[src/rtl/regfile_write_arbiter.sv]
// regfile_write_arbiter
// Round-robin arbiter sharing the single register-file write port between
// NREQ write-back requesters. Grants are combinational (REQ_READY), the write
// itself is registered and presented on WR_* one cycle after acceptance.
module regfile_write_arbiter #(
   parameter int NREQ = 4,
   parameter int DW   = 8,
   parameter int AW   = 3,
   parameter int CW   = 16
) (
   input  logic                 CLK,
   input  logic                 RESET,
   input  logic                 HOLD,
   input  logic [NREQ-1:0]      REQ_VALID,
   input  logic [NREQ*AW-1:0]   REQ_ADDR,
   input  logic [NREQ*DW-1:0]   REQ_DATA,
   output logic [NREQ-1:0]      REQ_READY,
   output logic                 WR_EN,
   output logic [AW-1:0]        WR_ADDR,
   output logic [DW-1:0]        WR_DATA,
   output logic [2:0]           WR_SRC,
   output logic [CW-1:0]        WR_CNT
);

   // Pointer wide enough to name every requester (at least one bit).
   localparam int PW = (NREQ > 1) ? $clog2(NREQ) : 1;
   localparam logic [PW:0]   NREQ_W = (PW+1)'(NREQ);
   localparam logic [PW-1:0] LAST_IDX = PW'(NREQ - 1);

   logic [PW-1:0]   ptr_q;
   logic [PW-1:0]   ptr_d;
   logic [PW-1:0]   gidx_d;
   logic [NREQ-1:0] grant_d;
   logic            found_d;
   logic [PW:0]     scan_d;
   logic            xfer_d;

   logic            wr_en_q;
   logic [AW-1:0]   wr_addr_q;
   logic [DW-1:0]   wr_data_q;
   logic [2:0]      wr_src_q;
   logic [CW-1:0]   wr_cnt_q;

   // Unpacked views of the per-requester address and data buses.
   logic [AW-1:0] addr_arr [NREQ];
   logic [DW-1:0] data_arr [NREQ];

   generate
      for (genvar gi = 0; gi < NREQ; gi++) begin : g_unpack
         assign addr_arr[gi] = REQ_ADDR[gi*AW +: AW];
         assign data_arr[gi] = REQ_DATA[gi*DW +: DW];
      end
   endgenerate

   // Scan from the pointer, wrapping, and pick the first valid requester.
   always_comb begin
      grant_d = '0;
      gidx_d  = '0;
      found_d = 1'b0;
      scan_d  = '0;
      for (int k = 0; k < NREQ; k++) begin
         scan_d = {1'b0, ptr_q} + (PW+1)'(k);
         if (scan_d >= NREQ_W) begin
            scan_d = scan_d - NREQ_W;
         end
         if (!found_d && REQ_VALID[scan_d[PW-1:0]]) begin
            found_d                  = 1'b1;
            gidx_d                   = scan_d[PW-1:0];
            grant_d[scan_d[PW-1:0]]  = 1'b1;
         end
      end
   end

   // Grants are suppressed while stalled or in reset; a transfer is any grant.
   always_comb begin
      REQ_READY = (RESET || HOLD) ? '0 : grant_d;
      xfer_d    = |REQ_READY;
      ptr_d     = ptr_q;
      if (xfer_d) begin
         ptr_d = (gidx_d == LAST_IDX) ? '0 : gidx_d + PW'(1);
      end
   end

   // Register the accepted write, advance the pointer and count transfers.
   always_ff @(posedge CLK) begin
      if (RESET) begin
         ptr_q     <= '0;
         wr_en_q   <= 1'b0;
         wr_addr_q <= '0;
         wr_data_q <= '0;
         wr_src_q  <= '0;
         wr_cnt_q  <= '0;
      end else begin
         ptr_q   <= ptr_d;
         wr_en_q <= xfer_d;
         if (xfer_d) begin
            wr_addr_q <= addr_arr[gidx_d];
            wr_data_q <= data_arr[gidx_d];
            wr_src_q  <= 3'(gidx_d);
            if (wr_cnt_q != '1) begin
               wr_cnt_q <= wr_cnt_q + CW'(1);
            end
         end
      end
   end

   assign WR_EN   = wr_en_q;
   assign WR_ADDR = wr_addr_q;
   assign WR_DATA = wr_data_q;
   assign WR_SRC  = wr_src_q;
   assign WR_CNT  = wr_cnt_q;

endmodule
[config.mk]
export PLATFORM = sky130hd
export DESIGN_NAME = regfile_write_arbiter
export DESIGN_NICKNAME = d
export VERILOG_FILES = /design/src/rtl/regfile_write_arbiter.sv
export SDC_FILE = /design/constraint.sdc
export NUM_CORES = 1
export LEC_CHECK = 0
export CORE_ASPECT_RATIO = 1.25
export CORE_MARGIN = 5
export CORE_UTILIZATION = 42
export DETAILED_ROUTE_END_ITERATION = 10
export GPL_ROUTABILITY_DRIVEN = 0
export MAX_ROUTING_LAYER = met4
export PLACE_DENSITY_LB_ADDON = 0.12
export RECOVER_POWER = 100
export SYNTH_ARGS = -nofsm -noshare
export SYNTH_HDL_FRONTEND = slang
export SYNTH_SLANG_ARGS = --single-unit
[constraint.sdc]
create_clock -name CLK -period 4.4 [get_ports CLK]
set_input_delay 0.88 -clock CLK [delete_from_list [all_inputs] [get_ports CLK]]
set_output_delay 0.88 -clock CLK [all_outputs]
set_load 0.01 [all_outputs]
== Yosys cells after proc, flatten, opt, wreduce, memory -nomap -nowiden ==
Cells that the tools add are included.
Word-level totals
  logic and storage cells: 86
  register bits: 32
  output and inout port bits: 35
Operators by class
  bitwise operators: 4
  equal/unequal tests: 2
  magnitude comparators: 13
  reductions and logical operators: 13
  mux-type cells: 39
  add/sub/neg operators: 9
Operators by type and width (count)
  2-to-1 mux 4 bit: 5
  2-to-1 mux 2 bit: 9
  adder 16 x 1 -> 16 bit, second input constant: 1
  binary-select mux 8 bit (select 2 bit): 1
  2-to-1 mux 8 bit: 2
  != test 16 bit, second input constant: 1
  >= comparator 3 bit, second input constant: 4
  < comparator 2 x 3 -> 1 bit, second input constant: 4
  bitwise OR 4 bit: 3
  2-to-1 mux 1 bit: 11
  binary-select mux 1 bit (select 2 bit): 4
  demux 1 bit (select 2 bit): 4
  >= comparator 2 x 1 -> 1 bit, second input constant: 4
  subtractor 2 x 1 -> 2 bit, second input constant: 4
  logical AND 1 bit: 7
  adder 2 x 2 -> 3 bit, second input constant: 2
  binary-select mux 3 bit (select 2 bit): 1
  2-to-1 mux 3 bit: 2
  OR reduction 4 bit: 1
  adder 2 x 1 -> 3 bit, second input constant: 1
  >= comparator 2 x 3 -> 1 bit, second input constant: 1
  zero test 1 bit: 3
  inverter 2 -> 3 bit: 1
  adder 2 x 1 -> 2 bit, second input constant: 1
  3 further kinds: 3

== Longest topological paths before layout ==
  word-level depth: 18
  gate-level depth with buffers: 12
  gate-level depth less buffers: 10

== Worst setup path before layout ==
No wires, ideal clock.
  kind: input-to-output
  from: in REQ_VALID[2]
  to: out REQ_READY[1]
  setup slack: 1251 ps
  data arrival time: 2269 ps
  required time: 3520 ps
  cell stages on the path: 4
  buffers on the path: 0
  path through: mux4_2 > nor4b_4 > a22oi_1 > a31oi_2
On the way
  longest elaborated chain between the ends: 13
  elaborated cells on any way between the ends: 25
RTL lines
  start, declared: line 14  | input logic [NREQ-1:0] REQ_VALID,
  binary-select mux 1 bit (select 2 bit): line 66  | if (!found_d && REQ_VALID[scan_d[PW-1:0]]) begin
  2-to-1 mux 1 bit (implied by the code): line 66
  2-to-1 mux 1 bit: line 66
  zero test 1 bit: line 66
  logical AND 1 bit: line 66
  2-to-1 mux 1 bit: line 66
  zero test 1 bit: line 66
  logical AND 1 bit: line 66
  2-to-1 mux 1 bit: line 66
  zero test 1 bit: line 66
  logical AND 1 bit: line 66
  2-to-1 mux 4 bit *: line 66
  2-to-1 mux 4 bit *: line 76  | REQ_READY = (RESET || HOLD) ? '0 : grant_d;
  end, declared: line 17  | output logic [NREQ-1:0] REQ_READY,
Every way passes the cells marked *; elsewhere a longest branch is shown, timed or not. The select of a mux whose other input is x is not followed.

== Worst setup path in the final report ==
  from: in REQ_VALID[2]
  to: out REQ_READY[0]
The elaborated chain is that of the path after synthesis.

==> impl_metrics.env <==
export IMPL_outcome="finished clean"
export IMPL_min_path_type="flop to flop"
export IMPL_grt_pass1_wl_mm=10.86
export IMPL_clock_root_buffer="clkbuf_8"
export IMPL_vias=2401
export IMPL_grt_max_degree=28
export IMPL_cts_buffers=5
export IMPL_setup_slack_ns=0.06071
export IMPL_dp_hpwl_mm=5.093
export IMPL_maxSlewHeadroom=0.2960
export IMPL_cp_end_kind="primary output"
export IMPL_max_slew_worst_pin_slew_ns=1.056
export IMPL_synth_cell_types=47
export IMPL_cts_hold_buffers=0
export IMPL_clk_latency_ns=0.28
export IMPL_final_cell_area_um2=3298
export IMPL_die_h_um=92.87
export IMPL_grt_pass1_vias=2331
export IMPL_ant_nets=0
export IMPL_wl_met1_mm=2.648
export IMPL_io_pin_count=86
export IMPL_yosys_warnings=0
export IMPL_die_width_um=76.29
export IMPL_drt_first_pass_iters=4
export IMPL_first_iter_violations=66
export IMPL_r2r_cells=11
export IMPL_rrSetupSlack_ns=0.66
export IMPL_setup_tns_ns=0
export IMPL_critPathLaunchType="input pin"
export IMPL_rows=30
export IMPL_seqCellArea_um2=640.6
export IMPL_multiInputGateArea_um2=1523
export IMPL_routed_top_layer="met4"
export IMPL_critPathLaunch="REQ_VALID[2]"
export IMPL_synth_ff_latch_count=32
export IMPL_wl_met2_mm=3.623
export IMPL_initial_utilization=0.4298
export IMPL_ctsResizeCount=0
export IMPL_post_route_util=0.6145
export IMPL_fin_crit_ns=4.339
export IMPL_diodes=0
export IMPL_crit_fanout=11
export IMPL_grtUsageTotal=0.1889
export IMPL_fillers=503
export IMPL_drc=0
export IMPL_dieArea_um2=7085
export IMPL_criticalPathCategory="input pin to primary output"
export IMPL_antenna_found_initial=0
export IMPL_dpl_instance_area_um2=3232
export IMPL_post_cts_setup_buffers=0
export IMPL_clock_path_buffers=2
export IMPL_clkTransAtPathRegs_ns=0.07
export IMPL_area_growth_pct=42.95
export IMPL_avgRoutedWirePerCell_um=15.95
export IMPL_cts_sinks=32
export IMPL_core_area_um2=5368
export IMPL_holdPathStages=2
export IMPL_synth_nets=323
export IMPL_ys_seq_area_frac=0.2777
export IMPL_power_leakage_nw=1.285
export IMPL_gr_total_overflow=0
export IMPL_syn_area_um2=2307
export IMPL_fmax_ghz=0.2305
export IMPL_ctsHtreeMaxLevel=2
export IMPL_finalCritPeriodShare=0.9862
export IMPL_min_from="WR_DATA[4]"
export IMPL_wl_mm=6.634
export IMPL_wl_met3_um=297
export IMPL_port_buffers=84
export IMPL_final_layout_size_suffix_gt1_frac=0.09943
export IMPL_ir_drop_mv=0.2492
export IMPL_nets=411
export IMPL_place_ws_ns=0.08610
export IMPL_crit_required_ns=3.52
export IMPL_syn_avg_cell_area_um2=8.773
export IMPL_worstReg2RegStart="ptr_q[1]"
export IMPL_finalHoldViolCount=0
export IMPL_synthCells=263
export IMPL_slew_viol_final=0
export IMPL_arrival_ns=3.46
export IMPL_powerDensity_nw_per_um2=378.3
export IMPL_skew_ns=0.004808
export IMPL_tritoncts="yes"
export IMPL_setup_viol=0
export IMPL_grt_setup_unrepaired="false"
export IMPL_viasPerCell=5.772
export IMPL_cap_viol_max_count=0
power breakdown:
part	switching [mW]	total [mW]	internal, mW
registers	0.0246	0.360	0.335
clock network	0.105	0.273	0.168
logic	0.321	0.615	0.295
critical path: stages:
cell             delay (ns)
clkdlybuf4s50_1        0.52
mux4_2                 0.63
nor3b_2                0.43
a22oi_1                0.17
a31oi_2                0.25
clkdlybuf4s50_1        0.58
metal layers:
metal  global-route usage  vias up
met3              0.04377        7
met4              0.05248        0
met5                    -        -
li1                     -     1184
met1               0.2017     1156
met2               0.3471       54
cell type report:
class | instances | share of cell area
inverters | 8 | 0.009105
clock buffers | 6 | 0.02200
well taps | 64 | 0.02428
clock inverters | 2 | 0.01062
multi-input cells | 207 | 0.4617
repair buffers | 97 | 0.2781
flip-flops and latches | 32 | 0.1942
stage by stage:
stage	std cells	hold slack (ns)	power, mW
finish	416	0.4683	1.248
global route	416	0.5130	1.334
CTS	415	0.4763	1.296
detailed placement	407	0.4634	1.016
global placement	407	0.4555	1.007
floorplan	263	0.4939	0.7895
sequential cells by signal, indices dropped and copies added (netlist names):
| name | count |
|---|---|
| ptr_q | 2 |
| WR_CNT | 16 |
| WR_SRC | 2 |
| WR_DATA | 8 |
| WR_ADDR | 3 |
| WR_EN | 1 |
synth_stat cells, drive strengths merged:
cell     number  area [µm²]
or4           1       7.510
a211oi        1       12.51
and2          2       12.51
nor4b         1       23.77
nand3b        5       37.54
xor2          1       8.760
nand2        22       82.58
a311oi        1       15.01
a22oi         4       30.03
a31oi         5       56.31
mux4          4       90.09
a2111oi       1       15.01
a2111o        2       22.52
mux2          6       67.56
o41ai         1       16.27
o31a          3       26.28
and4          1       8.760
nand2b        2       12.51
or3          15       93.84
inv           8       30.03
dfxtp        32       640.6
nor3          5       25.02
buf          11       76.32
nor2b         2       12.51
nor4          4       31.28
clkbuf        5       18.77
nor2         10       37.54
nor3b         1       12.51
a2bb2oi       1       15.01
o2111ai       4       35.03
o32a          8       80.08
nand3        16       80.08
and3          5       31.28
o21a          2       15.01
o21ai        19       95.09
o221ai        4       35.03
a21oi        18       90.09
or2           1       6.260
nand4         1       6.260
ha            9       112.6
conb          1       3.750
mux2i        17       170.2
o31ai         1       7.510
logic make-up after synthesis:
| family | share of synthesized area |
|---|---|
| simple gates | 0.2261 |
| compound gates | 0.2457 |
| flops | 0.2777 |
| mux | 0.1421 |
| buf+inv | 0.05423 |
| fa+ha+maj | 0.04881 |
| other cells | 0.001625 |
| xor+xnor | 0.003797 |
cells in the final DEF, fill, tap and decap left out, types with 2 or more instances in the layout:
| cell | netlist | final |
|---|---|---|
| o21ai_0 | 19 | 19 |
| a21oi_1 | 18 | 18 |
| o31a_1 | 3 | 3 |
| nor2_1 | 10 | 10 |
| mux2_2 | 6 | 6 |
| o2111ai_1 | 4 | 4 |
| and3_1 | 5 | 5 |
| ha_1 | 9 | 9 |
| inv_1 | 8 | 8 |
| o221ai_1 | 4 | 4 |
| nand2b_1 | 2 | 2 |
| a22oi_1 | 4 | 4 |
| mux2i_1 | 17 | 17 |
| or3_1 | 15 | 15 |
| o32a_1 | 8 | 8 |
| nand2_1 | 22 | 22 |
| a2111o_1 | 2 | 2 |
| a31oi_2 | 4 | 4 |
| clkbuf_1 | 5 | 6 |
| dlygate4sd3_1 | 0 | 30 |
| nor2b_1 | 2 | 2 |
| clkbuf_8 | 0 | 5 |
| nor3_1 | 5 | 5 |
| and2_1 | 2 | 2 |
| nand3_1 | 16 | 16 |
| mux4_2 | 4 | 4 |
| o21a_1 | 2 | 2 |
| buf_4 | 1 | 6 |
| clkdlybuf4s50_1 | 0 | 54 |
| nor4_1 | 3 | 4 |
| dfxtp_1 | 32 | 32 |
| nand3b_1 | 5 | 5 |
final timing paths:
check	end
max	REQ_READY[0]
max reg2reg	WR_CNT[14]
min	WR_DATA[4]
min reg2reg	WR_DATA[4]
Note: power is estimated with default switching activity, not from simulation.
